File: config.mk
export PLATFORM = sky130hd
export DESIGN_NAME = tl45_wb_arbiter
export DESIGN_NICKNAME = d
export VERILOG_FILES = /design/src/rtl/tl45_wb_pkg.sv /design/src/rtl/tl45_wb_watchdog.sv /design/src/rtl/tl45_wb_arbiter.sv
export SDC_FILE = /design/constraint.sdc
export NUM_CORES = 1
export LEC_CHECK = 0
export CORE_AREA = 2 2 124 126
export DETAILED_ROUTE_END_ITERATION = 12
export DIE_AREA = 0 0 126 128
export GPL_TIMING_DRIVEN = 0
export PLACE_DENSITY_LB_ADDON = 0.15
export SLEW_MARGIN = 20
export SYNTH_ARGS = -nofsm -noshare
export SYNTH_HDL_FRONTEND = slang
export SYNTH_SLANG_ARGS = --single-unit
File: constraint.sdc
create_clock -name i_clk -period 3.9 [get_ports i_clk]
set_clock_uncertainty 0.2 [all_clocks]
set_input_delay 0.78 -clock i_clk [delete_from_list [all_inputs] [get_ports i_clk]]
set_output_delay 0.78 -clock i_clk [all_outputs]
set_load 0.1 [all_outputs]
File: src/rtl/tl45_wb_pkg.sv
// rtl/tl45_wb_pkg.sv - shared types and owner encodings for the Wishbone arbiter
package tl45_wb_pkg;

    typedef enum logic [1:0] {
        IDLE    = 2'd0,
        GRANT_A = 2'd1,
        GRANT_B = 2'd2,
        ABORT   = 2'd3
    } state_t;

    localparam logic [1:0] OWN_NONE = 2'd0;
    localparam logic [1:0] OWN_A    = 2'd1;
    localparam logic [1:0] OWN_B    = 2'd2;

endpackage

File: src/rtl/tl45_wb_watchdog.sv
// rtl/tl45_wb_watchdog.sv - ack watchdog; pulses o_expire after TIMEOUT_CYCLES stalled cycles
module tl45_wb_watchdog #(
    parameter int TIMEOUT_CYCLES = 1024
) (
    input  logic i_clk,
    input  logic i_reset,
    input  logic i_busy,
    input  logic i_progress,
    output logic o_expire
);

    localparam int W = (TIMEOUT_CYCLES > 2) ? $clog2(TIMEOUT_CYCLES) : 1;
    localparam logic [W-1:0] LIMIT = W'(TIMEOUT_CYCLES - 1);

    logic [W-1:0] r_count;

    assign o_expire = i_busy && !i_progress && (r_count == LIMIT);

    always_ff @(posedge i_clk) begin
        if (i_reset || !i_busy || i_progress || o_expire)
            r_count <= '0;
        else
            r_count <= r_count + 1'b1;
    end

endmodule

File: src/rtl/tl45_wb_arbiter.sv
// rtl/tl45_wb_arbiter.sv - two-master pipelined Wishbone arbiter with whole-cycle grants
module tl45_wb_arbiter
    import tl45_wb_pkg::*;
#(
    parameter int TIMEOUT_CYCLES  = 1024,
    parameter int CNT_W           = 4,
    parameter bit OPT_ROUND_ROBIN = 1'b1
) (
    input  logic        i_clk,
    input  logic        i_reset,
    input  logic        i_a_cyc,
    input  logic        i_a_stb,
    input  logic        i_a_we,
    input  logic [29:0] i_a_addr,
    input  logic [31:0] i_a_data,
    input  logic [3:0]  i_a_sel,
    output logic        o_a_ack,
    output logic        o_a_stall,
    output logic        o_a_err,
    output logic [31:0] o_a_data,
    input  logic        i_b_cyc,
    input  logic        i_b_stb,
    input  logic        i_b_we,
    input  logic [29:0] i_b_addr,
    input  logic [31:0] i_b_data,
    input  logic [3:0]  i_b_sel,
    output logic        o_b_ack,
    output logic        o_b_stall,
    output logic        o_b_err,
    output logic [31:0] o_b_data,
    output logic        o_wb_cyc,
    output logic        o_wb_stb,
    output logic        o_wb_we,
    output logic [29:0] o_wb_addr,
    output logic [31:0] o_wb_data,
    output logic [3:0]  o_wb_sel,
    input  logic        i_wb_ack,
    input  logic        i_wb_stall,
    input  logic        i_wb_err,
    input  logic [31:0] i_wb_data,
    output logic [1:0]  o_owner,
    output logic        o_timeout
);

    state_t           r_state, w_next_state;
    logic [1:0]       r_last_owner, w_next_last;
    logic [CNT_W-1:0] r_outstanding, w_next_outstanding;
    logic             w_own_a, w_own_b, w_owner_cyc, w_owner_stb;
    logic             w_full, w_accept, w_progress, w_busy, w_expire;

    // Ownership is masked during reset so nothing is forwarded in that cycle.
    assign w_own_a     = (r_state == GRANT_A) && !i_reset;
    assign w_own_b     = (r_state == GRANT_B) && !i_reset;
    assign w_full      = &r_outstanding;
    assign w_owner_cyc = (w_own_a && i_a_cyc) || (w_own_b && i_b_cyc);
    assign w_owner_stb = (w_own_a && i_a_stb) || (w_own_b && i_b_stb);

    assign o_wb_cyc  = w_owner_cyc;
    assign o_wb_stb  = w_owner_cyc && w_owner_stb && !w_full;
    assign o_wb_we   = w_own_b ? i_b_we   : i_a_we;
    assign o_wb_addr = w_own_b ? i_b_addr : i_a_addr;
    assign o_wb_data = w_own_b ? i_b_data : i_a_data;
    assign o_wb_sel  = w_own_b ? i_b_sel  : i_a_sel;

    assign w_accept   = o_wb_stb && !i_wb_stall;
    assign w_progress = i_wb_ack || i_wb_err;
    assign w_busy     = (w_own_a || w_own_b) && (r_outstanding != '0);

    assign o_a_ack   = w_own_a && i_wb_ack;
    assign o_a_err   = w_own_a && (i_wb_err || w_expire);
    assign o_a_stall = !w_own_a || i_wb_stall || w_full;
    assign o_b_ack   = w_own_b && i_wb_ack;
    assign o_b_err   = w_own_b && (i_wb_err || w_expire);
    assign o_b_stall = !w_own_b || i_wb_stall || w_full;
    assign o_a_data  = i_wb_data;
    assign o_b_data  = i_wb_data;

    assign o_owner   = w_own_a ? OWN_A : (w_own_b ? OWN_B : OWN_NONE);
    assign o_timeout = w_expire;

    tl45_wb_watchdog #(
        .TIMEOUT_CYCLES(TIMEOUT_CYCLES)
    ) u_watchdog (
        .i_clk      (i_clk),
        .i_reset    (i_reset),
        .i_busy     (w_busy),
        .i_progress (w_progress),
        .o_expire   (w_expire)
    );

    always_comb begin
        w_next_state = r_state;
        w_next_last  = r_last_owner;
        case (r_state)
            IDLE: begin
                if (i_a_cyc && i_b_cyc) begin
                    if (OPT_ROUND_ROBIN && (r_last_owner == OWN_B)) begin
                        w_next_state = GRANT_A;
                        w_next_last  = OWN_A;
                    end else begin
                        w_next_state = GRANT_B;
                        w_next_last  = OWN_B;
                    end
                end else if (i_a_cyc) begin
                    w_next_state = GRANT_A;
                    w_next_last  = OWN_A;
                end else if (i_b_cyc) begin
                    w_next_state = GRANT_B;
                    w_next_last  = OWN_B;
                end
            end
            GRANT_A: begin
                if (w_expire) begin
                    w_next_state = ABORT;
                end else if (!i_a_cyc) begin
                    if (i_b_cyc) begin
                        w_next_state = GRANT_B;
                        w_next_last  = OWN_B;
                    end else begin
                        w_next_state = IDLE;
                    end
                end
            end
            GRANT_B: begin
                if (w_expire) begin
                    w_next_state = ABORT;
                end else if (!i_b_cyc) begin
                    if (i_a_cyc) begin
                        w_next_state = GRANT_A;
                        w_next_last  = OWN_A;
                    end else begin
                        w_next_state = IDLE;
                    end
                end
            end
            ABORT: begin
                // last_owner still names the master whose cycle was aborted
                if ((r_last_owner == OWN_A) ? !i_a_cyc : !i_b_cyc)
                    w_next_state = IDLE;
            end
            default: w_next_state = IDLE;
        endcase
    end

    always_comb begin
        w_next_outstanding = r_outstanding;
        if ((w_next_state != r_state) || !w_owner_cyc) begin
            w_next_outstanding = '0;
        end else begin
            case ({w_accept, w_progress})
                2'b10:   w_next_outstanding = r_outstanding + 1'b1;
                2'b01:   if (r_outstanding != '0) w_next_outstanding = r_outstanding - 1'b1;
                default: w_next_outstanding = r_outstanding;
            endcase
        end
    end

    always_ff @(posedge i_clk) begin
        if (i_reset) begin
            r_state       <= IDLE;
            r_last_owner  <= OWN_A;
            r_outstanding <= '0;
        end else begin
            r_state       <= w_next_state;
            r_last_owner  <= w_next_last;
            r_outstanding <= w_next_outstanding;
        end
    end

endmodule

* After elaboration in Yosys (flattened, before gate mapping)
Cells that the tools add are included. W data, S select, Z words.
Word-level totals: register bits 18, bits of input ports 175, word-level logic and storage cells 100
Operators by class: reduce and logical (&&, ||, !) cells 48, multiplexer cells 30, equal/unequal tests 15, add/subtract/negate cells 3
Operators by type and width (count):
- $mux W2 | 20
- $mux W32 | 1
- $mux W30 | 1
- $logic_and A1 B1 Y1 | 17
- $logic_or A1 B1 Y1 | 13
- $ne A2 B2 Y1 const B | 6
- $add A10 B1 Y10 const B | 1
- $eq A10 B10 Y1 const B | 1
- $logic_not A1 Y1 | 10
- $eq A2 B2 Y1 const B | 4
- $mux W4 | 2
- $pmux W2 S4 | 1
- $pmux W4 S2 | 1
- $eq A2 B1 Y1 const B | 3
- $pmux W2 S3 | 1
- $reduce_and A6 Y1 | 1
- $add A4 B1 Y4 const B | 1
- $reduce_and A4 Y1 | 1
- $reduce_bool A4 Y1 | 1
- $sub A4 B1 Y4 const B | 1
- $mux W1 | 3
- $reduce_bool A3 Y1 | 1
- $logic_not A2 Y1 | 1
- $ne A2 B2 Y1 | 1
- other kinds (3) | 3

* Longest topological paths before layout
Gate-level depths: netlist (run 1).
depth after elaboration 11, depth in mapped cells 13, mapped depth without buffers 12

* By module
A second synthesis (run 1) with hierarchy kept.
Second synthesis, totals: cell total of the unflattened synthesis 296, area, all modules 2583.7 sq um
Modules (own cells, without submodules):
- tl45_wb_arbiter | cells each 245, area an instance 2124.5 sq um, sequential area each 160.2 sq um, instances 1
- tl45_wb_watchdog | cells each 51, area an instance 459.2 sq um, sequential area each 200.2 sq um, instances 1

* Worst setup path before layout (run 1)
OpenSTA, ideal clock, no wires.
path type input to output, start point input i_wb_ack, end point output o_a_err, arrival time 3.526 ns, setup slack -0.606 ns, path buffers 1, required time 2.920 ns, cell stages on the path 6, cells stage by stage or2_0 > clkbuf_2 > or4_4 > nor2_8 > nor2_1 > nor2b_1
On the way: longest elaborated chain between the ends 6
RTL lines:
- from (decl) | RTL line tl45_wb_arbiter.sv:37 | input logic i_wb_ack,
- $logic_or A1 B1 Y1 | RTL line tl45_wb_arbiter.sv:66 | assign w_progress = i_wb_ack || i_wb_err;
- $logic_not A1 Y1 | RTL line tl45_wb_watchdog.sv:17 | assign o_expire = i_busy && !i_progress && (r_count == LIMIT);
- $logic_and A1 B1 Y1 (2 in a row) | RTL line tl45_wb_watchdog.sv:17
- via o_timeout | RTL line tl45_wb_arbiter.sv:42 | output logic o_timeout
- $logic_or A1 B1 Y1 | RTL line tl45_wb_arbiter.sv:70 | assign o_a_err = w_own_a && (i_wb_err || w_expire);
- $logic_and A1 B1 Y1 | RTL line tl45_wb_arbiter.sv:70
- to (decl) | RTL line tl45_wb_arbiter.sv:19 | output logic o_a_err,
The timed path passes the listed nets, and every way through them passes these cells.

* Final worst setup path (run 1)
start point input i_reset, end point output o_owner[0]
On the way: longest elaborated chain between the ends 3
RTL lines:
- from (decl) | RTL line tl45_wb_arbiter.sv:10 | input logic i_reset,
- $logic_not A1 Y1 | RTL line tl45_wb_arbiter.sv:52 | assign w_own_a = (r_state == GRANT_A) && !i_reset;
- $logic_and A1 B1 Y1 | RTL line tl45_wb_arbiter.sv:52
- via w_own_a | RTL line tl45_wb_arbiter.sv:48 | logic w_own_a, w_own_b, w_owner_cyc, w_owner_stb;
- $mux W2 | RTL line tl45_wb_arbiter.sv:78 | assign o_owner = w_own_a ? OWN_A : (w_own_b ? OWN_B : OWN_NONE);
- to (decl) | RTL line tl45_wb_arbiter.sv:41 | output logic [1:0] o_owner,
The timed path passes the listed nets, and every way through them passes these cells.

==> results of run 1 <==
report_power, final:
| part | internal, mW | leakage (nW) | switching, mW |
|---|---|---|---|
| sequential | 0.202 | 0.146 | 0.0305 |
| clock | 0.135 | 0.0370 | 0.0662 |
| combinational | 0.600 | 2.47 | 2.04 |
| total | 0.937 | 2.65 | 2.14 |
repair_timing:
action,4_1_cts,5_1_grt
pin swaps,0,2
setup endpoints to repair,78,60
resized for setup,402,23
hold buffers,0,0
cells by family after synthesis:
logic type | Yosys count | share of synthesized area
flip-flops | 18 | 0.1340
AND/OR/NAND/NOR | 278 | 0.4346
multiplexers | 3 | 0.01117
XOR/XNOR | 9 | 0.02932
buffers and inverters | 96 | 0.2252
AO/OA/AOI/OAI | 48 | 0.1210
adder cells (fa/ha/maj) | 9 | 0.04467
area by class of cell:
| class | instances | area, um^2 | area share |
|---|---|---|---|
| antenna | 1 | 2.502 | 0.0004427 |
| tap | 188 | 235.2 | 0.04161 |
| timing repair buffer | 283 | 2624 | 0.4641 |
| multi-input combinational | 347 | 1743 | 0.3083 |
| clock buffer | 3 | 75.07 | 0.01328 |
| sequential | 18 | 360.3 | 0.06375 |
| buffer | 84 | 575.6 | 0.1018 |
| inverter | 10 | 37.54 | 0.006640 |
metrics by stage:
stage | instances | hold slack, ps | cell area (um^2)
3_5_place_dp | 932 | 252.3 | 5762
5_1_grt | 933 | 307.9 | 5650
3_3_place_gp | 932 | 245.4 | 5762
4_1_cts | 934 | 265.6 | 5615
6_report | 934 | 260.0 | 5653
2_1_floorplan | 461 | 225.8 | 2694
worst reg2reg max path, stage by stage (launching register included):
cell       delay, ps
dfxtp_1          530
inv_1            160
ha_1             250
clkbuf_2         210
a21oi_1          240
o221a_2          310
o21ai_1          130
inv_1            100
ha_1             230
a21o_1           190
a2111oi_0        400
a21boi_0         240
o311ai_0         170
nor3_1           150
flip-flops by register name, summed over array words and instances (netlist names):
register / flops
r_state: 2
u_watchdog.r_count: 10
r_outstanding: 4
r_last_owner: 2
path summary, 6_finish.rpt:
| kind | startpoint | end | slack [ps] | cells after the start |
|---|---|---|---|---|
| worst max-delay path | i_reset | o_owner[0] | 100 | 5 |
| worst min-delay path | u_watchdog.r_count[0]$_SDFF_PP0_ | u_watchdog.r_count[0]$_SDFF_PP0_ | 260 | 1 |
| worst max register to register | r_state[1]$_SDFF_PP0_ | r_outstanding[3]$_SDFFE_PP0P_ | 320 | 13 |
| worst min register to register | u_watchdog.r_count[0]$_SDFF_PP0_ | u_watchdog.r_count[0]$_SDFF_PP0_ | 260 | 1 |
synth_stat cells, types with 2 or more instances:
master       n  share of area
clkbuf_1    18          0.025
a21oi_1     14          0.026
ha_1         8          0.037
nand3_1      5         0.0093
and3_1       4         0.0093
nand4_1      2         0.0047
o211a_1      2         0.0074
buf_1        2         0.0028
a41oi_1      2         0.0065
o2111ai_1    2         0.0065
o21ai_0      9          0.017
xor2_1       6          0.020
nand2_1    216           0.30
mux2i_1      3          0.011
dfxtp_1     18           0.13
and2_1       2         0.0047
nand2b_1     3         0.0070
xnor2_1      3         0.0098
inv_1       10          0.014
and4_1       2         0.0065
nor4_1       4         0.0093
a211oi_1     5          0.014
buf_4       65           0.18
nor2_1      21          0.029
nor2b_1      6          0.014
nor3_1       5         0.0093
a21o_1       2         0.0056
layout by cell type, fill, tap and decap left out, types with 7 or more instances in the layout:
cell,instances
a21oi_1,14
clkdlybuf4s50_1,205
buf_4,93
nor2_1,19
buf_2,30
inv_1,10
o21ai_0,8
nand2_1,215
dfxtp_1,18
clkbuf_4,8
ha_1,7
clkdlybuf4s15_2,8
clkbuf_1,10
layer usage:
layer	track usage	vias up	wire, um
met4	0.02844	0	155
met5	0	-	0
met2	0.3716	142	9083
met1	0.1750	1736	5315
li1	-	1991	-
met3	0.04132	8	980
==> run metrics, run 1 <==
Via density=4.151; minimum clock period=about 3800 ps; Worst Setup End Kind=output pin; worst slack at placement=-1574 ps; initial antenna violation count=1; Chip Width=~130 um; Post-synth EDFFs=0; # setup viols final=0; Util after Layout=0.3803; slowest CP cell=clkdlybuf4s15_1; critical path startpoint category=input port; PnR worst setup slack=100.1 ps; worst path bufs/invs=4; Max stage delay on crit path=between 800 and 900 ps; nets=slightly above 900; Fill cells=around 1600; Pwr Total=between 3 and 4 mW; die area=around 16000 um^2; CP delay by family, top=buffers and inverters; Setup Buffers After CTS=0; Leak Pwr=2.650 nW; Hold/Removal Path Class=reg -> reg; Starting Density=0.1809; vias in the first global route=3795; Final Hold Vio Count=0; Worst-Skew Late Latency=about 250 ps; CTS Buffer Depth=2; Peak VDD IR=approximately 0.00028 V; detailed-route via count=between 3000 and 4000; Sink Count=18; Net Count, Synth=between 600 and 700; CP arrival=about 2800 ps; dpl hpwl=between 10000 and 15000 um; status=finished, final reports clean; Mapped Cells=about 460; worst path cell trace=clkdlybuf4s50_1, clkbuf_4, nor2b_1, buf_4, clkdlybuf4s15_1; total CTS buffers=3; DRT iter0 DRCs=between 150 and 200; H-tree Lvls=1; Post-synth top flop=dfxtp_1; PortBufs=283; top-level I/O count=317; # rows=45; drt first pass iters=4; GR Overflow Total=0; drt total wl=between 15000 and 20000 um; WL/cell=about 17 um; Die Y-Extent=around 130 um; Max Cap Viol=0; layout cell share with drive strength beyond 1=0.2188; flip-flop and latch count after synthesis=18; Cell variety after synth=49; Clock transition at path regs=around 50 ps; CTS tree=built; TNS Setup=0 ps; async set or reset register ratio after synthesis=0; DRC=0; Tightest Pin Transition=997.5 ps; post-synthesis sequential area ratio=0.1340; fmax=roughly 260 MHz; Synth warnings=0; first-pass GRT wire length=around 22000 um; CP Class=in -> out; Max Slew Vio Count=0; Post-DRT Antenna Nets=0; mapped cell area=between 2000 and 3000 um^2; Slew HR=0.3329; synthesis-to-finish area growth=110.2%; RePlAce Congestion=0.8003; Power Density=544.2 nW/um^2; CP max FO=10; largest net degree at the start of global routing=11; GR Util All Layers=0.1766; fin crit share=0.9743; CTS root buf=clkbuf_16; syn_area_per_cell=just under 6 um^2; WP data required=slightly below 3000 ps; core area=about 15000 um^2
No activity file was read; power rests on OpenSTA's default activity.
==> run 2, diff against run 1 <==
CORE_AREA = 2 2 123 125   (was 2 2 124 126)
DIE_AREA = 0 0 125 127   (was 0 0 126 128)
HOLD_SLACK_MARGIN = 0.03   (was default)
clock period = 4.5 ns   (was 3.9 ns; I/O delays follow)
==> run 2 against run 1 <==
- critical endpoint is now o_a_err
- utilization grew 2.7 points
- critical path depth grew 3
- setup slack gained 56 ps
- die area shrank 1.6%
- total power shrank 12%
- worst hold slack lost 2.3 ps
- register-to-register slack gained 280 ps
- largest cell class unchanged
- clock power is essentially flat
- first-iteration DRC count grew 21%
- via count grew 0.88%
==> run metrics, run 2 (same netlist as run 1, synthesis figures left out) <==
layout cell share with drive strength beyond 1=0.2072 (was 0.2188); Chip Width=125 um (was 126 um); worst slack at placement=-1171 ps (was -1574 ps); Placed Cells=928 (was 932); Die Y-Extent=127 um (was 128 um); WL/cell=17.30 um (was 16.63 um); register area=360.3 um^2 (unchanged); Sink Count=18 (unchanged); DRT iter0 DRCs=218 (was 180); largest net degree at the start of global routing=11 (unchanged); CTS tree=built (unchanged); nets=933 (was 931); Largest regs=u_watchdog.r_count: 10 flops, r_outstanding: 4 flops (unchanged); Max Cap Viol=0 (unchanged); RSZ-0062 raised after global routing=no; CP max FO=7 (was 10); status=finished, final reports clean (unchanged); Max Slew Vio Count=0 (unchanged); synthesis-to-finish area growth=118.4% (was 110.2%); initial antenna violation count=0 (was 1); most frequent cells in the layout=nand2_1 (216), clkdlybuf4s50_1 (206), buf_4 (79), clkdlybuf4s15_2 (52), nor2_1 (19) (was nand2_1 (215), clkdlybuf4s50_1 (205), buf_4 (93), buf_2 (30), nor2_1 (19)); first-pass GRT wire length=23110 um (was 21940 um); worst path cell trace=clkdlybuf4s50_1, or2_0, clkbuf_2, or4_4, nor2_8, nor2_1, nor2b_2, buf_2 (was clkdlybuf4s50_1, clkbuf_4, nor2b_1, buf_4, clkdlybuf4s15_1); Via density=4.187 (was 4.151); Crit Reg-Reg Endpoint=r_outstanding[3]$_SDFFE_PP0P_ (unchanged); Worst Setup End Kind=output pin (unchanged); Final Hold Vio Count=0 (unchanged); die area=15880 um^2 (was 16130 um^2); minimum clock period=4344 ps; Clock transition at path regs=50 ps (about the same); fin crit share=0.9654; Top reg by flops=u_watchdog.r_count (unchanged); Largest register FFs=10 (unchanged); RR Startpoint=r_state[1]$_SDFF_PP0_ (unchanged); # rows=44 (was 45); PortBufs=283 (unchanged); Hold/Removal Path Class=reg -> reg (unchanged); GR Overflow Total=0 (unchanged); dpl hpwl=14390 um (was 13870 um); fmax=roughly 230 MHz; Max stage delay on crit path=600 ps (was 820 ps); detailed-route via count=3911 (was 3877); RePlAce Congestion=0.8941 (was 0.8003); CP Class=in -> out (unchanged); total CTS buffers=3 (unchanged); vias in the first global route=4033 (was 3795); commonest non-fill, non-tap cell in the layout=nand2_1 (unchanged); slowest CP cell=or4_4 (was clkdlybuf4s15_1); Worst-Skew Late Latency=250 ps (about the same); Slew HR=0.3212 (was 0.3329); Fill cells=1542 (was 1646); drt total wl=16160 um (was 15540 um); hold_sp=u_watchdog.r_count[0]$_SDFF_PP0_ (unchanged); PnR worst setup slack=155.7 ps (was 100.1 ps); # setup viols final=0 (unchanged); Worst Hold Path Cells=1 (unchanged); Starting Density=0.1864 (was 0.1809); WP data required=3400 ps (was 2920 ps); Post-DRT Antenna Nets=0 (unchanged); critical path startpoint category=input port (unchanged); drt first pass iters=5 (was 4); core area=14420 um^2 (was 14860 um^2); Non-Filler Instances=934 (unchanged); footprint of the multi-input gates=1735 um^2 (was 1743 um^2); end of the worst hold path=u_watchdog.r_count[0]$_SDFF_PP0_ (unchanged); CTS Buffer Depth=2 (unchanged); CP arrival=3240 ps (was 2820 ps); Power Density=462.8 nW/um^2 (was 544.2 nW/um^2); Pwr Total=2.718 mW (was 3.076 mW); Leak Pwr=2.699 nW (was 2.650 nW); Reg2Reg Setup Slack=600 ps (was 320 ps); top-level I/O count=317 (unchanged); Peak VDD IR=0.0001969 V (was 0.0002812 V); Tightest Pin Transition=1015 ps (was 997.5 ps); CTS root buf=clkbuf_16 (unchanged); GR Util All Layers=0.1884 (was 0.1766); H-tree Lvls=1 (unchanged); DRC=0 (unchanged); Register-to-Register Path Depth=12 (was 13)
-- run 2: cell types whose count changed in the layout (fill, tap and decap cells not counted), sizes merged --
cell,before,now
buf,127,82
clkbuf,27,28
clkdlybuf4s15,9,52
clkdlybuf4s50,205,206
diode,1,2
dlygate4sd2,2,3
dlymetal6s2s,0,2
-- run 2: worst max-delay path by stage --
stage	from	endpoint	slack (ps)	depth (start not counted)
floorplan	i_wb_ack	o_a_err	250	6
global placement	i_reset	o_wb_data[25]	-1200	8
detailed placement	i_reset	o_wb_data[25]	-1170	8
CTS	i_reset	o_owner[0]	-10	5
global route	i_reset	o_wb_addr[4]	40	7
finish	i_wb_ack	o_a_err	160	8
-- run 2: critical path, delay by kind of cell --
family | cells | cell delay [ps]
AND/OR/NAND/NOR | 5 | 1220
buffers and inverters | 3 | 1110
-- run 2: timing repair --
item	in CTS	in global routing
resized for setup	273	13
hold buffers	0	0
hold endpoints to repair	0	0
setup endpoints to repair	75	25
setup buffers	0	0
gates cloned	0	0
pin swaps	0	0
-- run 2: per-stage QoR --
step / setup TNS (ps) / hold WS (ps) / utilization / instance area (um^2)
floorplan: 0 / 225.8 / - / 2694
global placement: -54090 / 241.9 / 0.3991 / 5757
detailed placement: -52590 / 253.2 / 0.3991 / 5757
CTS: -13.48 / 265.7 / 0.4066 / 5864
global route: 0 / 281.9 / 0.4068 / 5868
finish: 0 / 257.8 / 0.4072 / 5873
-- run 2: metal layers --
layer	wire (um)	track usage	share of wire	up-vias
met2	8888	0.3756	0.55	163
li1	-	-	-	1996
met4	329	0.03856	0.020	0
met1	5714	0.1968	0.35	1740
met3	1229	0.05067	0.076	12
met5	0	0	0	-
-- run 2: final cells by class --
class	instances	share of cell area
Inverter	10	0.006391
Multi-Input combinational cell	347	0.2955
Clock buffer	4	0.01513
Buffer	86	0.09778
Sequential cell	18	0.06136
Antenna cell	2	0.0008522
Timing Repair Buffer	283	0.4838
Tap cell	184	0.03920
-- run 2: where the power goes --
group          leakage [nW]  switching (mW)  total, mW  internal [mW]
Sequential            0.146          0.0265      0.202          0.175
Combinational          2.51            1.78       2.32          0.543
Clock                0.0442          0.0624      0.198          0.135
Total                  2.70            1.86       2.72          0.853
==> run 3, diff against run 2 <==
CORE_AREA = 4 4 122 124   (was 2 2 123 125)
DIE_AREA = 0 0 126 128   (was 0 0 125 127)
TNS_END_PERCENT = 1   (was default)
==> run 3 against run 2 <==
- utilization rose by 1.4 points
- die area grew 1.6%
- clock power hardly changed
- worst hold slack gained 1.6 ps
- sequential share of layout area up 0.071 points
- fmax decreased by 0.87%
- via count grew 0.79%
- setup slack worse by 38 ps
- register-to-register slack better by 130 ps
- count of clock-buffer cells in the layout did not move
- cell count fell by 0.64%
- wire length decreased by 0.58%
- highest routed layer unchanged
==> run metrics, run 3 (same netlist as run 1, synthesis figures left out) <==
synthesis-to-finish area growth=115.9% (was 118.4%); CTS root buf=clkbuf_16 (unchanged); total CTS buffers=3 (unchanged); Register-to-Register Path Depth=12 (unchanged); RR Startpoint=r_state[1]$_SDFF_PP0_ (unchanged); end of the worst hold path=u_watchdog.r_count[0]$_SDFF_PP0_ (unchanged); Sink Count=18 (unchanged); RSZ-0062 raised after global routing=no (unchanged); most frequent cells in the layout=nand2_1 (216), clkdlybuf4s50_1 (207), buf_4 (67), clkdlybuf4s15_2 (47), nor2_1 (20) (was nand2_1 (216), clkdlybuf4s50_1 (206), buf_4 (79), clkdlybuf4s15_2 (52), nor2_1 (19)); RePlAce Congestion=0.8777 (was 0.8941); Hold/Removal Path Class=reg -> reg (unchanged); WL/cell=17.31 um (was 17.30 um); initial antenna violation count=0 (unchanged); TNS Setup=0 ps (unchanged); minimum clock period=4382 ps (was 4344 ps); first-pass GRT wire length=23470 um (was 23110 um); PortBufs=283 (unchanged); WP data required=3400 ps (about the same); H-tree Lvls=1 (unchanged); Tightest Pin Transition=1045 ps (was 1015 ps); hold_sp=u_watchdog.r_count[0]$_SDFF_PP0_ (unchanged); CP arrival=3280 ps (was 3240 ps); Largest register FFs=10 (unchanged); CP max FO=7 (unchanged); # rows=43 (was 44); Chip Width=126 um (was 125 um); antenna cells=0 (was 2); Peak VDD IR=0.0002681 V (was 0.0001969 V); Final Hold Vio Count=0 (unchanged); fin crit share=0.9738 (was 0.9654); worst path cell trace=clkdlybuf4s50_1, or2_0, clkbuf_2, or4_4, nor2_8, nor2_1, nor2b_2, clkdlybuf4s15_2 (was clkdlybuf4s50_1, or2_0, clkbuf_2, or4_4, nor2_8, nor2_1, nor2b_2, buf_2); Reg2Reg Setup Slack=730 ps (was 600 ps); Via density=4.248 (was 4.187); Util after Layout=0.4215 (was 0.4072); Max Slew Vio Count=0 (unchanged); GR Overflow Total=0 (unchanged); commonest non-fill, non-tap cell in the layout=nand2_1 (unchanged); Leak Pwr=2.684 nW (was 2.699 nW); CP delay by family, top=simple AND/OR/NAND/NOR gates (unchanged); drt total wl=16070 um (was 16160 um); dpl hpwl=14370 um (was 14390 um); post-route cell area=5806 um^2 (was 5873 um^2); DRC=0 (unchanged); GR Util All Layers=0.1862 (was 0.1884); status=finished, final reports clean (unchanged); Starting Density=0.1952 (was 0.1864); Worst-Skew Late Latency=250 ps (about the same); CTS Buffer Depth=2 (unchanged); critical path startpoint category=input port (unchanged); Crit Reg-Reg Endpoint=r_outstanding[3]$_SDFFE_PP0P_ (unchanged); Largest regs=u_watchdog.r_count: 10 flops, r_outstanding: 4 flops (unchanged); vias in the first global route=4180 (was 4033); cts hold-fix bufs=0 (unchanged); Worst Hold Path Cells=1 (unchanged); CP Class=in -> out (unchanged); # setup viols final=0 (unchanged); Clock transition at path regs=50 ps (about the same); Area after DPL=5749 um^2 (was 5757 um^2); slowest CP cell=or4_4 (unchanged); die area=16130 um^2 (was 15880 um^2); DRT iter0 DRCs=209 (was 218); Max Cap Viol=0 (unchanged); Slew HR=0.3011 (was 0.3212); largest net degree at the start of global routing=11 (unchanged); nets=933 (unchanged); Die Y-Extent=128 um (was 127 um); Power Density=464.2 nW/um^2 (was 462.8 nW/um^2); layout cell share with drive strength beyond 1=0.2072 (unchanged); core area=13770 um^2 (was 14420 um^2); Top reg by flops=u_watchdog.r_count (unchanged); detailed-route via count=3942 (was 3911); fmax=228.2 MHz (was 230.2 MHz); final hold slack=259.4 ps (was 257.8 ps); worst path bufs/invs=3 (unchanged); top-level I/O count=317 (unchanged); Max stage delay on crit path=600 ps (about the same); Worst Setup End Kind=output pin (unchanged); Post-DRT Antenna Nets=0 (unchanged); drt first pass iters=4 (was 5); CTS tree=built (unchanged)
==> run 3: cell count changes in the layout (fill, tap and decap cells not counted), sizes merged <==
cell           previous run  this run
clkdlybuf4s50           206       207
dlygate4sd2               3         1
diode                     2         0
clkbuf                   28        30
dlymetal6s2s              2         3
clkdlybuf4s15            52        47
buf                      82        85
==> run 3: per-stage QoR <==
step           cells  power (mW)  setup WS [ps]
2_1_floorplan    461       1.935         -182.0
3_3_place_gp     924       2.566          -1143
3_5_place_dp     924       2.577          -1133
4_1_cts          928       2.722         -202.6
5_1_grt          928       2.824          9.915
6_report         928       2.695          117.7
==> run 3: cell type report <==
class | count | area (um^2)
Buffer | 86 | 575.6
Clock buffer | 4 | 88.84
Tap cell | 180 | 225.2
Timing Repair Buffer | 283 | 2790
Fill cell | 1441 | 7968
Inverter | 10 | 37.54
Multi-Input combinational cell | 347 | 1728
Sequential cell | 18 | 360.3
==> run 3: routing by layer <==
layer  part of all wire  track usage  up-vias  wire length, um
li1                   -            -     1994                -
met4              0.034      0.05868        0              552
met1               0.32       0.1835     1729             5180
met3              0.078      0.05083       20             1259
met2               0.56       0.3734      199             9074
met5                  0            0        -                0
==> run 3: worst max path at each step <==
stage / end / slack (ps) / from / depth (start not counted)
after floorplan: o_b_err / -180 / i_wb_ack / 6
after global placement: o_wb_data[25] / -1140 / i_reset / 8
after detailed placement: o_wb_data[25] / -1130 / i_reset / 8
after CTS: o_wb_data[0] / -200 / i_reset / 7
after global routing: o_b_err / 10 / i_wb_ack / 8
final: o_a_err / 120 / i_wb_ack / 8
==> run 3: where the power goes <==
part | switching [mW] | internal, mW
Combinational | 1.77 | 0.524
Sequential | 0.0262 | 0.175
Clock | 0.0633 | 0.135
Total | 1.86 | 0.834
==> run 3: timing repair <==
action / CTS / global route
gates resized for setup: 258 / 26
cloned: 0 / 0
hold endpoints to repair: 0 / 0
pin swaps: 0 / 0
setup endpoints to repair: 73 / 48
buffers inserted: 0 / 0
